[src/rtl/debounce_edge_det.sv]
// debounce_edge_det: glitch filter for a synchronised level with one-cycle
// rise/fall pulses on every change of the filtered level.
// Optional feature macro: DEBOUNCE_GLITCH_CNT_EN adds the saturating
// glitch_cnt output that counts aborted transitions.
module debounce_edge_det #(
  parameter int unsigned STABLE_CYCLES = 4,
  parameter int unsigned CNT_W         = 8,
  parameter int unsigned GLITCH_W      = 8
) (
  input  logic                clk,
  input  logic                rst_n,
  input  logic                din,
  output logic                dout,
  output logic                rise,
  output logic                fall
`ifdef DEBOUNCE_GLITCH_CNT_EN
  ,
  output logic [GLITCH_W-1:0] glitch_cnt
`endif
);

  localparam longint unsigned CNT_MAX = (64'd1 << CNT_W) - 64'd1;
  localparam logic [CNT_W-1:0] CNT_LAST = CNT_W'(STABLE_CYCLES - 1);

  // Elaboration-time parameter range check
  generate
    if (CNT_W < 1 || CNT_W > 32) begin : g_bad_cnt_w
      $fatal(1, "debounce_edge_det: CNT_W out of range");
    end
    if (GLITCH_W < 1 || GLITCH_W > 32) begin : g_bad_glitch_w
      $fatal(1, "debounce_edge_det: GLITCH_W out of range");
    end
    if (STABLE_CYCLES < 1 || 64'(STABLE_CYCLES) > CNT_MAX) begin : g_bad_stable
      $fatal(1, "debounce_edge_det: STABLE_CYCLES out of range");
    end
  endgenerate

  typedef enum logic [1:0] {
    IDLE_LOW   = 2'd0,
    CHECK_HIGH = 2'd1,
    IDLE_HIGH  = 2'd2,
    CHECK_LOW  = 2'd3
  } state_t;

  state_t           r_state;
  logic [CNT_W-1:0] r_cnt;
  logic             r_dout;
  logic             r_rise;
  logic             r_fall;

  // Debounce FSM: counts consecutive samples at the opposite level and
  // commits the new level (with a pulse) on the STABLE_CYCLES-th sample
  always_ff @(posedge clk) begin
    if (!rst_n) begin
      r_state <= IDLE_LOW;
      r_cnt   <= '0;
      r_dout  <= 1'b0;
      r_rise  <= 1'b0;
      r_fall  <= 1'b0;
    end else begin
      r_rise <= 1'b0;
      r_fall <= 1'b0;
      case (r_state)
        IDLE_LOW: begin
          r_cnt <= '0;
          if (din) begin
            if (STABLE_CYCLES == 1) begin
              r_state <= IDLE_HIGH;
              r_dout  <= 1'b1;
              r_rise  <= 1'b1;
            end else begin
              r_state <= CHECK_HIGH;
              r_cnt   <= CNT_W'(1);
            end
          end
        end
        CHECK_HIGH: begin
          if (!din) begin
            r_state <= IDLE_LOW;
            r_cnt   <= '0;
          end else if (r_cnt == CNT_LAST) begin
            r_state <= IDLE_HIGH;
            r_cnt   <= '0;
            r_dout  <= 1'b1;
            r_rise  <= 1'b1;
          end else begin
            r_cnt <= r_cnt + CNT_W'(1);
          end
        end
        IDLE_HIGH: begin
          r_cnt <= '0;
          if (!din) begin
            if (STABLE_CYCLES == 1) begin
              r_state <= IDLE_LOW;
              r_dout  <= 1'b0;
              r_fall  <= 1'b1;
            end else begin
              r_state <= CHECK_LOW;
              r_cnt   <= CNT_W'(1);
            end
          end
        end
        CHECK_LOW: begin
          if (din) begin
            r_state <= IDLE_HIGH;
            r_cnt   <= '0;
          end else if (r_cnt == CNT_LAST) begin
            r_state <= IDLE_LOW;
            r_cnt   <= '0;
            r_dout  <= 1'b0;
            r_fall  <= 1'b1;
          end else begin
            r_cnt <= r_cnt + CNT_W'(1);
          end
        end
        default: begin
          r_state <= IDLE_LOW;
          r_cnt   <= '0;
          r_dout  <= 1'b0;
        end
      endcase
    end
  end

  assign dout = r_dout;
  assign rise = r_rise;
  assign fall = r_fall;

`ifdef DEBOUNCE_GLITCH_CNT_EN
  logic                w_abort;
  logic [GLITCH_W-1:0] r_glitch_cnt;

  // An abort is a return to the committed level before the count completed
  assign w_abort = ((r_state == CHECK_HIGH) && !din) ||
                   ((r_state == CHECK_LOW)  &&  din);

  // Saturating aborted-transition counter, cleared only by reset
  always_ff @(posedge clk) begin
    if (!rst_n) begin
      r_glitch_cnt <= '0;
    end else if (w_abort && (r_glitch_cnt != {GLITCH_W{1'b1}})) begin
      r_glitch_cnt <= r_glitch_cnt + GLITCH_W'(1);
    end
  end

  assign glitch_cnt = r_glitch_cnt;
`endif

endmodule
[config.mk]
export PLATFORM = sky130hd
export DESIGN_NAME = debounce_edge_det
export DESIGN_NICKNAME = d
export VERILOG_FILES = /design/src/rtl/debounce_edge_det.sv
export SDC_FILE = /design/constraint.sdc
export NUM_CORES = 1
export LEC_CHECK = 0
export ABC_AREA = 1
export BUFFER_PORTS_ARGS = -buffer_cell sky130_fd_sc_hd__buf_2
export CORE_MARGIN = 2
export CORE_UTILIZATION = 35
export DETAILED_ROUTE_END_ITERATION = 7
export PLACE_DENSITY = 0.6
export SETUP_SLACK_MARGIN = 0.2
export SYNTH_ARGS = -nofsm -noshare
export SYNTH_HDL_FRONTEND = slang
export SYNTH_SLANG_ARGS = --single-unit
[constraint.sdc]
create_clock -name clk -period 3.1 [get_ports clk]
set_input_delay 0.155 -clock clk [delete_from_list [all_inputs] [get_ports clk]]
set_output_delay 0.155 -clock clk [all_outputs]
set_load 0.03 [all_outputs]
==> summary.md, run 1 <==
| Metric | Value |
|---|---|
| Biggest fanout along the worst timing path | `4` |
| Total GRT Usage | `a little under an eighth` |
| Top post-synthesis cells by count | `nand2_1, nor2_1, dfxtp_1` |
| Synth top area cells | `dfxtp_1, nand2_1, nor2_1, xor2_1, inv_1` |
| Number of global-route vias before repair | `around 400` |
| Drt wl/cell | `8.83 µm` |
| CTS H-tree lvls | `1` |
| Fin crit period | `between 1000 and 1500 ps` |
| Share of cells above drive strength 1 | `between 10% and 20%` |
| Post-synth EDFFs | `0` |
| Num rows | `14` |
| Die span in x | `between 40 and 50 µm` |
| Post-synthesis register bit count | `13` |
| Final setup TNS | `0 ps` |
| Syn avg cell area | `about 7.5 µm²` |
| Global-route wire length before repair | `roughly 1600 µm` |
| # IOs | `6` |
| Initial Utilization | `between 30% and 40%` |
| Via count | `481` |
| Die Ht | `44.9 µm` |
| Adder-cell share of the synthesized area | `roughly 2.1%` |
| Final-stage net count | `92` |
| Clk sinks | `13` |
| Synth Area in Compound Gates | `roughly 6.2%` |
| # setup viols final | `0` |
| Pin slew with the least headroom to its limit | `251 ps` |
| Combinational family with the most area after synthesis | `simple AND/OR/NAND/NOR gates` |
| Max cap viols | `0` |
| Slew headroom | `a little over 80%` |
| P_leak | `0.278 nW` |
| Drt initial violations | `2` |
| Layout area overhead | `12.2%` |
| Seq/Total Area, Yosys | `between 40% and 50%` |
| Count of input and output buffers | `5` |
| Setup Skew | `roughly 4.3 ps` |
| Peak VDD IR | `between 0.2 and 0.25 mV` |
| Post-Syn Area | `584 µm²` |
| Grt ovf | `0` |
| Fin util | `42.5%` |
| Diode count | `0` |
| # hold bufs at CTS | `0` |
| Core area | `around 1500 µm²` |
| Longest Clk Path Bufs | `2` |
| Final total power | `0.297 mW` |
| CP required | `roughly 3300 ps` |
| Pwr Density | `around 450 nW/µm²` |
| Synth Instances | `~80` |
| Drt via density | `~4.7` |
| CTS tree | `built` |
| Status | `completed` |
| Total Wirelength | `between 900 and 1000 µm` |
| DRT Pass-1 Iters | `2` |
| Worst-Skew Late Latency | `between 200 and 300 ps` |
| Fmax | `0.828 GHz` |
| Clk pin slew, worst setup/hold paths | `80 ps` |
| Routability cong. | `about 0.77` |
| Simple-gate share of the synthesized area | `a little under a third` |
| Initial antenna violation count | `0` |
| Synth area leader | `dfxtp_1` |
| Crit Path Category | `flop to flop` |
| CTS root buffer | `clkbuf_4` |
| Synth top area share | `between 40% and 50%` |
| Number of setup buffers added after CTS | `0` |
| Arrival time at the worst endpoint | `~1400 ps` |
| # fillers | `181` |
| Post-synth cell types | `19` |
| Cts repair resizes | `0` |
| Pin count of the biggest net entering global routing | `8` |
| Reg area | `~260 µm²` |
| Fin crit share | `between 30% and 40%` |
| Mux share of post-synthesis cell area | `0%` |
| Synth Warn # | `0` |
| Synthesized net count | `82` |
| Multi-input gate area | `about 280 µm²` |
| Synth Flop Type | `dfxtp_1` |
| Asr flop ratio synth | `0%` |
| Most frequent cell after synthesis | `nand2_1` |
| Layout Cells excl Fill | `a little over 100` |
| Slew Limit Fails | `0` |
| Inst Count DP | `99` |
| Worst hold margin | `around 170 ps` |
| Hold crit path type | `input pin to flop` |
| ANT nets after route | `0` |
| DRC violations left | `0` |
| Die footprint | `roughly 2000 µm²` |
| Final hold vios | `0` |
| CP Launch Type | `flop` |
| Synth Area in XOR/XNOR | `about 7.5%` |
| Hpwl dp | `693 µm` |
| Worst setup EP type | `flop` |
| RSZ-0062 raised after global routing | `no` |
| Cts bufs inserted | `3` |
==> power breakdown <==
group	total (mW)	internal, mW	switching [mW]	leakage (nW)
Sequential	0.173	0.170	0.00318	0.105
Combinational	0.0187	0.00651	0.0122	0.157
Clock	0.105	0.0499	0.0547	0.0150
==> critical path, stage by stage (launching register included) <==
cell	delay (ps)
dfxtp_1	340
ha_1	190
nand2_1	60
nor2_1	120
nand2_2	110
nor2_4	130
nand2_1	60
nand3_1	60
nand2_1	40
==> through the flow <==
stage          setup slack [ps]  instance area [µm²]
2_1_floorplan              1990                  584
3_3_place_gp               1890                  629
3_5_place_dp               1890                  629
4_1_cts                    1880                  656
5_1_grt                    1730                  656
6_report                   1890                  656
==> path summary, 6_finish.rpt <==
check | start | endpoint | slack, ps | cells after the start
min reg2reg | dout$_SDFFE_PN0P_ | dout$_SDFFE_PN0P_ | 470 | 2
max reg2reg | r_cnt[0]$_SDFF_PN0_ | dout$_SDFFE_PN0P_ | 1890 | 8
max | r_cnt[0]$_SDFF_PN0_ | dout$_SDFFE_PN0P_ | 1890 | 8
min | rst_n | fall$_SDFF_PP0_ | 170 | 3
==> placed cells by master (no fill, tap or decap), drive strengths merged, types with 2 or more instances in the layout <==
master / count
inv: 12
buf: 5
clkbuf: 4
dfxtp: 13
nor3: 2
nor2: 15
nand3: 6
a21oi: 3
o21ai: 2
nand2: 17
xor2: 5
==> state kept, by name (all words and copies together), names as in the netlist, named ones only <==
| register | count |
|---|---|
| dout | 1 |
| r_cnt | 8 |
| r_state | 1 |
| rise | 1 |
| fall | 1 |
==> cells by family (layout without fill, tap and decap cells) <==
group / count (synthesis) / after routing
XOR/XNOR: 5 / 5
buffers and inverters: 12 / 21
AO/OA/AOI/OAI: 6 / 6
AND/OR/NAND/NOR: 41 / 41
flip-flops: 13 / 13
adder cells (fa/ha/maj): 1 / 1
==> layout make-up <==
| type | count | share of cell area, % |
|---|---|---|
| multi-input combinational | 53 | 42.6 |
| sequential | 13 | 39.7 |
| inverter | 12 | 6.87 |
| clock buffer | 4 | 4.01 |
| timing repair buffer | 5 | 3.82 |
| tap | 16 | 3.05 |
==> per-layer routing <==
layer / up-vias / GRT usage (%) / routed length (µm)
met1: 213 / 13.3 / 446
met5: - / 0 / 0
met4: 0 / 3.53 / 0
met2: 8 / 18.8 / 413
met3: 0 / 6.00 / 50
li1: 260 / - / -
Note: power is estimated with default switching activity, not from simulation.
==> run 2, diff against run 1 <==
- ABC_AREA: 1 -> 0
- clock period: 3.1 -> 1.18 ns (I/O delays scaled with it)
==> summary.md, run 2 <==
| Metric | Value |
|---|---|
| Hpwl dp | `991 µm (was 693 µm)` |
| CP required | `1350 ps (was 3270 ps)` |
| CTS root buffer | `clkbuf_4 (unchanged)` |
| Synth Warn # | `0 (unchanged)` |
| Peak VDD IR | `0.729 mV (was 0.237 mV)` |
| ANT nets after route | `0 (unchanged)` |
| Biggest fanout along the worst timing path | `3 (was 4)` |
| # fillers | `141 (was 181)` |
| Pin slew with the least headroom to its limit | `312 ps (was 251 ps)` |
| Setup Skew | `2.85 ps (was 4.30 ps)` |
| Total GRT Usage | `16.8% (was 11.6%)` |
| DP Area | `781 µm² (was 629 µm²)` |
| Most frequent cells in the layout | `buf_4, dfxtp_1, dfxtp_2 (was nand2_1, nor2_1, dfxtp_1)` |
| Die footprint | `2040 µm² (was 2010 µm²)` |
| Core area | `1540 µm² (unchanged)` |
| Fin crit period | `1350 ps (was 1210 ps)` |
| Top post-synthesis cells by count | `dfxtp_1, nand3_1, o21ai_0 (was nand2_1, nor2_1, dfxtp_1)` |
| Die Ht | `45.2 µm (was 44.9 µm)` |
| Crit Path Category | `flop to flop (unchanged)` |
| Largest reg by FF count | `r_cnt (unchanged)` |
| Drt wl/cell | `13.9 µm (was 8.83 µm)` |
| P_leak | `0.337 nW (was 0.278 nW)` |
| Initial Utilization | `38.5% (was 37.9%)` |
| Grt ovf | `0 (unchanged)` |
| Longest Clk Path Bufs | `2 (unchanged)` |
| Post-synthesis register bit count | `13 (unchanged)` |
| Crit path cell chain | `ha_4 > or4bb_4 > o21ai_1 > a31oi_1 (was ha_1 > nand2_1 > nor2_1 > nand2_2 > nor2_4 > nand2_1 > nand3_1 > nand2_1)` |
| Final hold vios | `0 (unchanged)` |
| Clk sinks | `13 (unchanged)` |
| Drt via density | `5.51 (was 4.67)` |
| Initial antenna violation count | `0 (unchanged)` |
| CP top delay family | `simple AND/OR/NAND/NOR gates (unchanged)` |
| Post-synth cell types | `25 (was 19)` |
| Total Wirelength | `1460 µm (was 910 µm)` |
| Worst path max stage delay | `480 ps (was 340 ps)` |
| Hold crit path type | `input pin to flop (unchanged)` |
| Final-stage net count | `94 (was 92)` |
| Pwr Density | `871 nW/µm² (was 452 nW/µm²)` |
| Synth top area cells | `dfxtp_1, nand3_1, xor2_1, o21ai_0, nor4b_4 (was dfxtp_1, nand2_1, nor2_1, xor2_1, inv_1)` |
| Final total power | `0.798 mW (was 0.297 mW)` |
| DRT Pass-1 Iters | `4 (was 2)` |
| CTS H-tree lvls | `1 (unchanged)` |
| Number of global-route vias before repair | `492 (was 403)` |
| Worst setup EP type | `flop (unchanged)` |
| # setup viols final | `10 (was 0)` |
| Pin count of the biggest net entering global routing | `8 (unchanged)` |
| Syn avg cell area | `9.57 µm² (was 7.49 µm²)` |
| Arrival time at the worst endpoint | `1520 ps (was 1380 ps)` |
| Cts bufs inserted | `3 (unchanged)` |
| CP Launch Type | `flop (unchanged)` |
| Design area | `916 µm² (was 656 µm²)` |
| Most common cell after layout, fill and taps aside | `buf_4 (was nand2_1)` |
| Share of cells above drive strength 1 | `60.7% (was 17.2%)` |
| Asr flop ratio synth | `0% (unchanged)` |
| Worst Slack Setup Final | `-173 ps (was 1890 ps)` |
| Fmax | `0.739 GHz (was 0.828 GHz)` |
| Max reg flops | `8 (unchanged)` |
| # hold bufs at CTS | `0 (unchanged)` |
| Layout area overhead | `54.4% (was 12.2%)` |
| Synth Instances | `62 (was 78)` |
| Slowest CP cell | `or4bb_4 (was dfxtp_1)` |
| Slew headroom | `78.9% (was 83.2%)` |
| Post-synth EDFFs | `0 (unchanged)` |
| Max cap viols | `0 (unchanged)` |
| DRC violations left | `0 (unchanged)` |
| Fin crit share | `115% (was 39.0%)` |
| Post-Syn Area | `593 µm² (was 584 µm²)` |
| Worst-Skew Late Latency | `280 ps (was 270 ps)` |
| CTS tree | `built (unchanged)` |
| Via count | `579 (was 481)` |
| RSZ-0062 raised after global routing | `yes (was no)` |
| Clk pin slew, worst setup/hold paths | `80 ps (about the same)` |
| Slew Limit Fails | `0 (unchanged)` |
| Routability cong. | `0.804 (was 0.771)` |
| Worst Path Buf+Inv | `0 (unchanged)` |
| Worst hold margin | `90.5 ps (was 167 ps)` |
| Num rows | `14 (unchanged)` |
| Synthesized net count | `66 (was 82)` |
| Synth Flop Type | `dfxtp_1 (unchanged)` |
| Count of input and output buffers | `5 (unchanged)` |
| Global-route wire length before repair | `2340 µm (was 1650 µm)` |
| Status | `finished, violations left (was completed)` |
| # IOs | `6 (unchanged)` |
| Most frequent cell after synthesis | `dfxtp_1 (was nand2_1)` |
| Drt initial violations | `22 (was 2)` |
| Failing checks | `negative setup slack` |
| Synth top area share | `43.9% (was 44.5%)` |
| Synth area leader | `dfxtp_1 (unchanged)` |
| Die span in x | `45.2 µm (was 44.9 µm)` |
| Fin util | `59.4% (was 42.5%)` |
| Seq/Total Area, Yosys | `43.9% (was 44.5%)` |
| Diode count | `0 (unchanged)` |
run 2: cell types whose count changed in the layout (fill, tap and decap cells not counted), sizes merged, moves of 2 or more:
cell / change
or3: +3
nor3: -2
inv: -9
buf: +19
a211oi: +3
nand2: -14
o21ai: +4
xor2: -2
nor2: -10
run 2: final timing paths:
path         depth (start not counted)                   to  slack, ps                start
min                                  3  r_cnt[0]$_SDFF_PN0_         90                rst_n
max reg2reg                          4    dout$_SDFFE_PN0P_       -170  r_cnt[1]$_SDFF_PN0_
max                                  4    dout$_SDFFE_PN0P_       -170  r_cnt[1]$_SDFF_PN0_
min reg2reg                          2    dout$_SDFFE_PN0P_        530    dout$_SDFFE_PN0P_
run 2: layer usage:
metal	vias to the layer above	GRT usage (%)	routed length [µm]
li1	287	-	-
met1	277	20.5	666
met2	13	26.6	724
met3	2	6.00	56
met4	0	7.06	9
met5	-	0	0
run 2: cell type report:
class | count | area, µm² | area share [%]
clock buffer | 4 | 26.3 | 2.87
timing repair buffer | 24 | 183 | 19.9
sequential | 13 | 268 | 29.2
multi-input combinational | 45 | 408 | 44.5
inverter | 3 | 11.3 | 1.23
tap | 16 | 20.0 | 2.19
run 2: power breakdown:
group,leakage [nW],internal (mW),switching (mW)
combinational,0.213,0.0268,0.0356
clock,0.0150,0.131,0.152
sequential,0.108,0.446,0.00555
total,0.337,0.604,0.193
run 2: what timing repair did:
action	4_1_cts	5_1_grt
setup endpoints to repair	13	13
pin swaps	7	7
setup buffers	1	2
gates resized for setup	7	15
run 2: per-stage QoR:
| stage | instances | setup slack [ps] | setup TNS (ps) |
|---|---|---|---|
| 3_5_place_dp | 98 | -189 | -1210 |
| 5_1_grt | 105 | -217 | -1620 |
| 4_1_cts | 103 | -173 | -1050 |
| 2_1_floorplan | 62 | -176 | -751 |
| 6_report | 105 | -173 | -1110 |
| 3_3_place_gp | 98 | -162 | -1140 |
run 2: tightest hold or removal path, stage by stage:
cell and delay, ps:
buf_2 130, nand2_1 100, a211oi_2 50
run 2: cells by family after synthesis:
family,synth area share (%)
compound gates,14.1
xor+xnor,4.43
fa+ha+maj,2.11
buf+inv,3.80
flops,43.9
simple gates,31.6
